[src/rtl/ydemux4to1_buf.sv]
// Buffered 1-to-4 demultiplexer: one valid/ready input is steered by `c` into
// four independent lane FIFOs, each draining through its own valid/ready output.
module ydemux4to1_buf #(
  parameter int SIZE  = 8,
  parameter int DEPTH = 2
) (
  input  logic            clk,
  input  logic            rst_n,
  input  logic            in_valid,
  output logic            in_ready,
  input  logic [SIZE-1:0] a,
  input  logic [1:0]      c,
  output logic [3:0]      out_valid,
  input  logic [3:0]      out_ready,
  output logic [SIZE-1:0] z0,
  output logic [SIZE-1:0] z1,
  output logic [SIZE-1:0] z2,
  output logic [SIZE-1:0] z3,
  output logic [3:0]      lane_full
);

  localparam int AW = $clog2(DEPTH);
  localparam int CW = $clog2(DEPTH + 1);

  typedef logic [AW-1:0] ptr_t;
  typedef logic [CW-1:0] cnt_t;

  logic [SIZE-1:0] mem_q [4][DEPTH];
  ptr_t            rd_q  [4];
  ptr_t            rd_d  [4];
  ptr_t            wr_q  [4];
  ptr_t            wr_d  [4];
  cnt_t            cnt_q [4];
  cnt_t            cnt_d [4];
  logic [SIZE-1:0] z_q   [4];
  logic [SIZE-1:0] z_d   [4];
  logic [3:0]      push;
  logic [3:0]      pop;

  always_comb begin
    out_valid = '0;
    lane_full = '0;
    for (int i = 0; i < 4; i++) begin
      out_valid[i] = (cnt_q[i] != '0);
      lane_full[i] = (cnt_q[i] == cnt_t'(DEPTH));
    end
  end

  // Handshake: a transfer happens on an edge where valid && ready. in_ready
  // depends only on `c` and the registered full flags, so a full lane refuses
  // a push even in the cycle it is being popped; the producer retries.
  assign in_ready = !lane_full[c];

  always_comb begin
    push = '0;
    if (in_valid && in_ready) push[c] = 1'b1;
  end

  assign pop = out_valid & out_ready;

  // z is a registered copy of the head so it can hold its last word once empty.
  always_comb begin
    for (int i = 0; i < 4; i++) begin
      rd_d[i]  = rd_q[i];
      wr_d[i]  = wr_q[i];
      cnt_d[i] = cnt_q[i];
      z_d[i]   = z_q[i];
      if (push[i]) wr_d[i] = wr_q[i] + ptr_t'(1);
      if (pop[i])  rd_d[i] = rd_q[i] + ptr_t'(1);
      if (push[i] && !pop[i])      cnt_d[i] = cnt_q[i] + cnt_t'(1);
      else if (pop[i] && !push[i]) cnt_d[i] = cnt_q[i] - cnt_t'(1);
      if (pop[i]) begin
        if (cnt_q[i] > cnt_t'(1)) z_d[i] = mem_q[i][rd_d[i]];
        else if (push[i])         z_d[i] = a;
      end else if (push[i] && cnt_q[i] == '0) begin
        z_d[i] = a;
      end
    end
  end

  always_ff @(posedge clk or negedge rst_n) begin
    if (!rst_n) begin
      for (int i = 0; i < 4; i++) begin
        rd_q[i]  <= '0;
        wr_q[i]  <= '0;
        cnt_q[i] <= '0;
        z_q[i]   <= '0;
        for (int j = 0; j < DEPTH; j++) mem_q[i][j] <= '0;
      end
    end else begin
      for (int i = 0; i < 4; i++) begin
        rd_q[i]  <= rd_d[i];
        wr_q[i]  <= wr_d[i];
        cnt_q[i] <= cnt_d[i];
        z_q[i]   <= z_d[i];
        if (push[i]) mem_q[i][wr_q[i]] <= a;
      end
    end
  end

  assign z0 = z_q[0];
  assign z1 = z_q[1];
  assign z2 = z_q[2];
  assign z3 = z_q[3];

endmodule

[config.mk]
export PLATFORM = sky130hd
export DESIGN_NAME = ydemux4to1_buf
export DESIGN_NICKNAME = d
export VERILOG_FILES = /design/src/rtl/ydemux4to1_buf.sv
export SDC_FILE = /design/constraint.sdc
export NUM_CORES = 1
export LEC_CHECK = 0
export ABC_AREA = 1
export ABC_CLOCK_PERIOD_IN_PS = 3400
export BUFFER_PORTS_ARGS = -buffer_cell sky130_fd_sc_hd__buf_2
export CAP_MARGIN = 5
export CORE_ASPECT_RATIO = 1.75
export CORE_UTILIZATION = 50
export CTS_CLUSTER_DIAMETER = 100
export DETAILED_ROUTE_END_ITERATION = 10
export PLACE_DENSITY_LB_ADDON = 0.25
export SETUP_SLACK_MARGIN = 0.05
export SLEW_MARGIN = 20
export SYNTH_ARGS = -nofsm -noshare
export SYNTH_HDL_FRONTEND = slang
export SYNTH_SLANG_ARGS = --single-unit
[constraint.sdc]
create_clock -name clk -period 3.4 [get_ports clk]
set_clock_uncertainty 0.05 [all_clocks]
set_input_delay 0.34 -clock clk [delete_from_list [all_inputs] [get_ports clk]]
set_output_delay 0.34 -clock clk [all_outputs]
set_load 0.02 [all_outputs]
==> summary.txt, run 1 <==
Setup path
  • RR Startpoint: cnt_q[4]
  • CP endpoint kind: flop
  • Slowest cell on crit path: dfrtp_1
  • Crit-path cells: inv_1 -> ha_1 -> nand3_2 -> nand2_1 -> nor2_4 -> nand2_4 -> nor2_8 -> inv_1 -> ha_1 -> nand2_1 -> nand2_1 -> nand2_1 -> nand2_1
  • CP Max Fanout: 9
  • Worst setup SP type: flop
  • CP Class: flop to flop
  • Reg-to-Reg End: z3[0]
  • Reg2Reg Setup Slack: 1.02 ns
  • R2R cell count: 13
  • Most used cell, CP: nand2_1
  • WP data required: 3.59 ns
  • Max incr delay on CP: 0.41 ns
  • CP arrival: 2.57 ns

Die
  • Core ar.: 10800 um2
  • Initial Util: 0.519
  • Boundary Pins: 58
  • Die X: 81.9 um
  • Die span in y: 142 um
  • Site row count: 50
  • Die Footprint: 11600 um2

STA
  • Final hold vios: 5
  • Final setup viols: 0
  • Period utilisation layout: 0.699
  • TNS Setup: 0 ns
  • RSZ-0062 raised after global routing: false
  • Final period demand of the worst path: 2.38 ns
  • Final worst slack: 1.02 ns
  • Relative max-transition margin: 0.450
  • Slew Viols, Final: 0
  • Highest clock rate: 421 MHz
  • WHS: -0.0138 ns
  • Slew @ Worst Pin: 0.825 ns

Layout
  • Most frequent cells in the layout: nand2_1 (165), dfrtp_1 (112), nor2_1 (57), buf_2 (56)
  • Final Cell Area: 6200 um2
  • Layout cells sized above 1: 0.194
  • Reg area: 2800 um2
  • Final net count: 716
  • Ant diodes: 0
  • Multi-input gate area: 2430 um2
  • Synthesis-to-finish area growth: 10.9%
  • Fillers: 978
  • Cell Count, Final, Fillers Out: 814
  • Commonest non-fill, non-tap cell in the layout: nand2_1

Drt
  • Drt wl/cell: 14.7 um
  • Via density: 5.33
  • Routed WL: 12000 um
  • Drt first pass iters: 4
  • Number of routed nets with antenna violations: 0
  • Via Count: 4335
  • Drt drc: 0
  • 1st-iter DRT viols: 316

Synth
  • Yosys cell types: 32
  • Syn_nets: 664
  • Post-Syn Area per Cell: 8.91 um2
  • Ys flop type: dfrtp_1
  • Cell count after synthesis: 627
  • Post-synth ARST share: 1.00
  • Synthesized flop and latch total: 112
  • Post-Syn Area: 5590 um2
  • Sequential share of the synthesized area: 0.502
  • Post-synth EDFFs: 0
  • Ys Warns: 0

Placed design
  • Placed cells: 798
  • Port Buffers: 57
  • Dpl hpwl: 8620 um
  • Pre-CTS setup slack: 1.03 ns
  • Area post-placement: 5910 um2
  • GPL Wtd Cong: 0.808

Clock tree
  • H-tree depth: 3
  • Clock Sinks: 112
  • Clk Latency, worst-skew pair: 0.35 ns
  • Longest Clk Path Bufs: 2
  • Post_cts resized: 0
  • Postcts setup bufs: 0
  • CTS hold repair buffers: 0
  • TritonCTS clock tree: yes
  • Reg clk slew, reported paths: 0.08 ns
  • Root buffer cell: clkbuf_16
  • CTS Buf Count: 9

Global route
  • Number of global-route vias before repair: 4177
  • Initial antenna violation count: 0
  • First-pass GRT wire length: 20000 um
  • Gr ovfl total: 0
  • Largest net degree at the start of global routing: 91
  • Total GRT Usage: 0.226

Pwr
  • Final Power: 5860 uW
  • Pwr dens: 946 nW/um2
  • VDD IR max: 0.450 mV
  • LEAKAGE: 0.00317 uW

Run status
  • Status: finished with violations
  • Failing checks: negative hold slack

Job
  • Max-cap violations: 0

Worst hold path
  • Tightest Hold Check Type: input port to async pin
[flip-flops by register name, indices dropped and copies added (netlist names)]
name and flops:
z1 8, z3 8, mem_q 64, z2 8
wr_q 4, z0 8, cnt_q 8, rd_q 4
[cells by family (layout without fill, tap and decap cells)]
group,after synthesis,count (layout),share of synthesized area
compound gates,134,134,0.148
xor+xnor,8,8,0.0125
fa+ha+maj,20,20,0.0448
buf+inv,72,129,0.0629
flops,112,112,0.502
simple gates,281,281,0.230
[worst max-delay path, delay by kind of cell (launching register included)]
family,cells,cell delay (ns)
flops,1,0.41
simple gates,9,1.19
fa+ha+maj,2,0.44
buf+inv,2,0.16
[cell usage after synthesis (2+ instances only)]
cell | n | area share
o21ai_1 | 17 | 0.015
xnor2_1 | 4 | 0.0063
dfrtp_1 | 112 | 0.50
o21ai_0 | 45 | 0.040
nand4_4 | 2 | 0.0076
nand2_1 | 165 | 0.11
clkbuf_1 | 5 | 0.0034
nand2_4 | 5 | 0.010
o21ai_2 | 27 | 0.042
a21oi_1 | 16 | 0.014
inv_1 | 45 | 0.030
nor2_4 | 5 | 0.010
buf_6 | 9 | 0.018
xor2_1 | 4 | 0.0063
nor2_2 | 3 | 0.0034
nor2_1 | 57 | 0.038
o21ai_4 | 2 | 0.0058
buf_2 | 2 | 0.0018
nand4_1 | 2 | 0.0022
inv_2 | 5 | 0.0034
buf_4 | 2 | 0.0027
nand2_2 | 4 | 0.0045
nand3_1 | 34 | 0.030
ha_1 | 20 | 0.045
clkinv_1 | 2 | 0.0013
o22ai_1 | 27 | 0.030
[metal layers]
layer  share of wire  GRT usage  up-vias
li1                -          -     2170
met1            0.44      0.281     2053
met2            0.50      0.388       92
met3           0.033     0.0373       20
met4           0.025     0.0813        0
met5               0          0        -
[per-stage QoR]
step	hold WS, ns	util
2_1_floorplan	-0.00559	-
3_5_place_dp	0.404	0.549
3_3_place_gp	0.401	0.549
6_report	-0.0138	0.576
5_1_grt	0.0843	0.576
4_1_cts	0.181	0.575
[worst max path at each step]
stage,slack [ns],start,depth (start not counted),to
after detailed placement,1.03,cnt_q[4],13,z3[0]
final,1.02,cnt_q[4],13,z3[0]
after global placement,1.10,cnt_q[4],13,z3[4]
after floorplan,1.16,cnt_q[0],13,z3[0]
after global routing,0.87,cnt_q[4],13,z3[2]
after CTS,1.01,cnt_q[4],13,z3[0]
[cell type report]
type	instances	area share
clock buffer	10	0.0370
clock inverter	6	0.00929
inverter	54	0.0333
multi-input combinational	443	0.392
sequential	112	0.452
tap	130	0.0263
timing repair buffer	59	0.0495
[where the power goes]
part           leakage (uW)  internal, uW  switching, uW
clock network      0.000141           517            519
registers           0.00137          1980            410
logic               0.00166           868           1570
Note: power is estimated with default switching activity, not from simulation.
==> run 2: changes to the inputs <==
--- a/config.mk
+++ b/config.mk
@@ -6,7 +6,7 @@
 export NUM_CORES = 1
 export LEC_CHECK = 0
 export ABC_AREA = 1
-export ABC_CLOCK_PERIOD_IN_PS = 3400
+export ABC_CLOCK_PERIOD_IN_PS = 2460
 export BUFFER_PORTS_ARGS = -buffer_cell sky130_fd_sc_hd__buf_2
 export CAP_MARGIN = 5
 export CORE_ASPECT_RATIO = 1.75
==> constraint.sdc (replaced) <==
create_clock -name clk -period 2.46 [get_ports clk]
set_clock_uncertainty 0.05 [all_clocks]
set_input_delay 0.246 -clock clk [delete_from_list [all_inputs] [get_ports clk]]
set_output_delay 0.246 -clock clk [all_outputs]
set_load 0.02 [all_outputs]
==> run 2 against run 1 <==
The run now ends clean. Register-to-register slack got worse by 0.77 ns. Setup slack worse by 0.77 ns. Sequential cell count stayed put. Maximum frequency increased by 7.9%. Power grew 41%. Non-clock buffer count increased by 7.
==> summary.txt, run 2 (synthesis gave the netlist of run 1 again) <==
Placed design
  • Dpl hpwl: 8830 um (was 8620 um)
  • GPL Wtd Cong: 0.856 (was 0.808)
  • Port Buffers: 57 (unchanged)
  • Placed cells: 804 (was 798)

Clock tree
  • Longest Clk Path Bufs: 2 (unchanged)
  • Root buffer cell: clkbuf_16 (unchanged)
  • Clk Latency, worst-skew pair: 0.35 ns (about the same)
  • Clock Sinks: 112 (unchanged)
  • Reg clk slew, reported paths: 0.08 ns (about the same)
  • H-tree depth: 3 (unchanged)
  • TritonCTS clock tree: yes (unchanged)
  • CTS Buf Count: 9 (unchanged)
  • Postcts setup bufs: 0 (unchanged)

Pwr
  • Logic pwr share: 0.413 (was 0.416)
  • Clk pwr share: 0.187 (was 0.177)
  • Switching share of power: 0.420 (was 0.426)
  • Final Power: 8250 uW (was 5860 uW)
  • Pwr dens: 1310 nW/um2 (was 946 nW/um2)
  • P_sw: 3470 uW (was 2500 uW)
  • VDD IR max: 0.668 mV (was 0.450 mV)
  • Sequential power share: 0.400 (was 0.408)
  • Pint: 4780 uW (was 3360 uW)
  • LEAKAGE: 0.00322 uW (was 0.00317 uW)

Global route
  • Gr ovfl total: 0 (unchanged)
  • Initial antenna violation count: 0 (unchanged)
  • Number of global-route vias before repair: 4177 (unchanged)
  • Largest net degree at the start of global routing: 49 (was 91)
  • First-pass GRT wire length: 20300 um (was 20000 um)
  • Total GRT Usage: 0.230 (was 0.226)

Setup path
  • Crit. Startpoint: cnt_q[0] (was cnt_q[4])
  • Crit path buf inv count: 2 (unchanged)
  • Most used cell, CP: nand2_1 (unchanged)
  • RR Startpoint: cnt_q[0] (was cnt_q[4])
  • Crit-path cells: inv_1 -> ha_1 -> nand3_1 -> nand2_2 -> nor2_4 -> nand2_4 -> clkinv_2 -> nand2_1 -> ha_1 -> nand2_1 -> nand2_2 -> nand2_1 -> nand2_1 (was inv_1 -> ha_1 -> nand3_2 -> nand2_1 -> nor2_4 -> nand2_4 -> nor2_8 -> inv_1 -> ha_1 -> nand2_1 -> nand2_1 -> nand2_1 -> nand2_1)
  • Reg2Reg Setup Slack: 0.26 ns (was 1.02 ns)
  • Slowest cell on crit path: dfrtp_1 (unchanged)
  • CP arrival: 2.41 ns (was 2.57 ns)
  • Max incr delay on CP: 0.41 ns (about the same)
  • CP Capture Point: z2[2] (was z3[0])
  • CP Class: flop to flop (unchanged)
  • Reg-to-Reg End: z2[2] (was z3[0])
  • WP data required: 2.66 ns (was 3.59 ns)
  • R2R cell count: 13 (unchanged)
  • CP Depth: 13 (unchanged)
  • CP endpoint kind: flop (unchanged)
  • Crit path max-delay family: simple AND/OR/NAND/NOR gates (unchanged)
  • CP Max Fanout: 9 (unchanged)
  • Worst setup SP type: flop (unchanged)

Layout
  • Util after Layout: 0.584 (was 0.576)
  • Final net count: 723 (was 716)
  • Max reg flops: 64 (unchanged)
  • Synthesis-to-finish area growth: 12.5% (was 10.9%)
  • Biggest register: mem_q (unchanged)
  • Commonest non-fill, non-tap cell in the layout: nand2_1 (unchanged)
  • Most frequent cells in the layout: nand2_1 (165), dfrtp_1 (112), nor2_1 (57), buf_2 (56) (unchanged)
  • Cell Count, Final, Fillers Out: 821 (was 814)
  • Layout cells sized above 1: 0.203 (was 0.194)
  • Ant diodes: 0 (unchanged)

Worst hold path
  • Worst Hold Depth: 3
  • Tightest Hold Check Type: input port to flop (was input port to async pin)

STA
  • Final period demand of the worst path: 2.20 ns (was 2.38 ns)
  • Relative max-transition margin: 0.515 (was 0.450)
  • TNS Setup: 0 ns (unchanged)
  • Slew @ Worst Pin: 0.727 ns (was 0.825 ns)
  • Final hold vios: 0 (was 5)
  • Final setup viols: 0 (unchanged)
  • Period utilisation layout: 0.896 (was 0.699)
  • WHS: 0.0845 ns (was -0.0138 ns)
  • Slew Viols, Final: 0 (unchanged)
  • Highest clock rate: 454 MHz (was 421 MHz)
  • RSZ-0062 raised after global routing: false (unchanged)

Run status
  • Status: complete, no violations (was finished with violations)

Drt
  • Drt wl/cell: 14.7 um (about the same)
  • Via Count: 4371 (was 4335)
  • Via density: 5.32 (was 5.33)
  • Number of routed nets with antenna violations: 0 (unchanged)
  • 1st-iter DRT viols: 295 (was 316)
  • Routed WL: 12100 um (was 12000 um)
  • Drt drc: 0 (unchanged)
  • Drt first pass iters: 5 (was 4)

Die
  • Site row count: 50 (unchanged)
  • Die Footprint: 11600 um2 (unchanged)
  • Core ar.: 10800 um2 (unchanged)
  • Die span in y: 142 um (unchanged)
  • Boundary Pins: 58 (unchanged)
  • Initial Util: 0.519 (unchanged)
  • Die X: 81.9 um (unchanged)

Job
  • Max-cap violations: 0 (unchanged)
==> run 2: per-layer routing <==
metal / track usage / routed length, um / vias up
met5: 0 / 0 / -
met3: 0.0431 / 469 / 25
met4: 0.118 / 520 / 0
met1: 0.283 / 5130 / 2065
li1: - / - / 2173
met2: 0.375 / 5980 / 108
==> run 2: worst min path at each step <==
| stage | end | from | slack [ns] |
|---|---|---|---|
| after detailed placement | z0[3] | rst_n | 0.12 |
| after global routing | mem_q[43] | a[3] | 0.11 |
| after CTS | mem_q[43] | a[3] | 0.08 |
| final | mem_q[43] | a[3] | 0.08 |
| after global placement | z0[3] | rst_n | 0.12 |
| after floorplan | cnt_q[0] | rst_n | -0.1 |
==> run 2: what timing repair did <==
| item | CTS | global route |
|---|---|---|
| hold endpoints to repair | 21 | 0 |
| resized for setup | 0 | 0 |
| hold buffers | 1 | 0 |
==> run 2: area by class of cell <==
class	count	area, um2
multi-input combinational	443	2430
sequential	112	2800
timing repair buffer	66	370
clock buffer	9	225
inverter	54	206
fill	968	4480
clock inverter	7	86.3
tap	130	163
==> run 2: power groups by stage <==
stage / Sequential (uW) / Clock (uW) / Combinational, uW
floorplan: 3500 / 0 / 2290
global placement: 3290 / 0 / 3320
detailed placement: 3320 / 0 / 3430
CTS: 3300 / 1570 / 3440
global route: 3410 / 1650 / 3870
finish: 3300 / 1540 / 3410
==> run 2: tightest hold or removal path, delay by kind of cell <==
family	cells	cell delay, ns
AO/OA/AOI/OAI	1	0.06
buffers and inverters	1	0.10
AND/OR/NAND/NOR	1	0.05
==> run 2: metrics by stage <==
stage,instance area (um2),setup WS [ns]
2_1_floorplan,5590,0.219
3_3_place_gp,5960,0.369
3_5_place_dp,5960,0.270
4_1_cts,6280,0.264
5_1_grt,6280,0.0583
6_report,6280,0.256
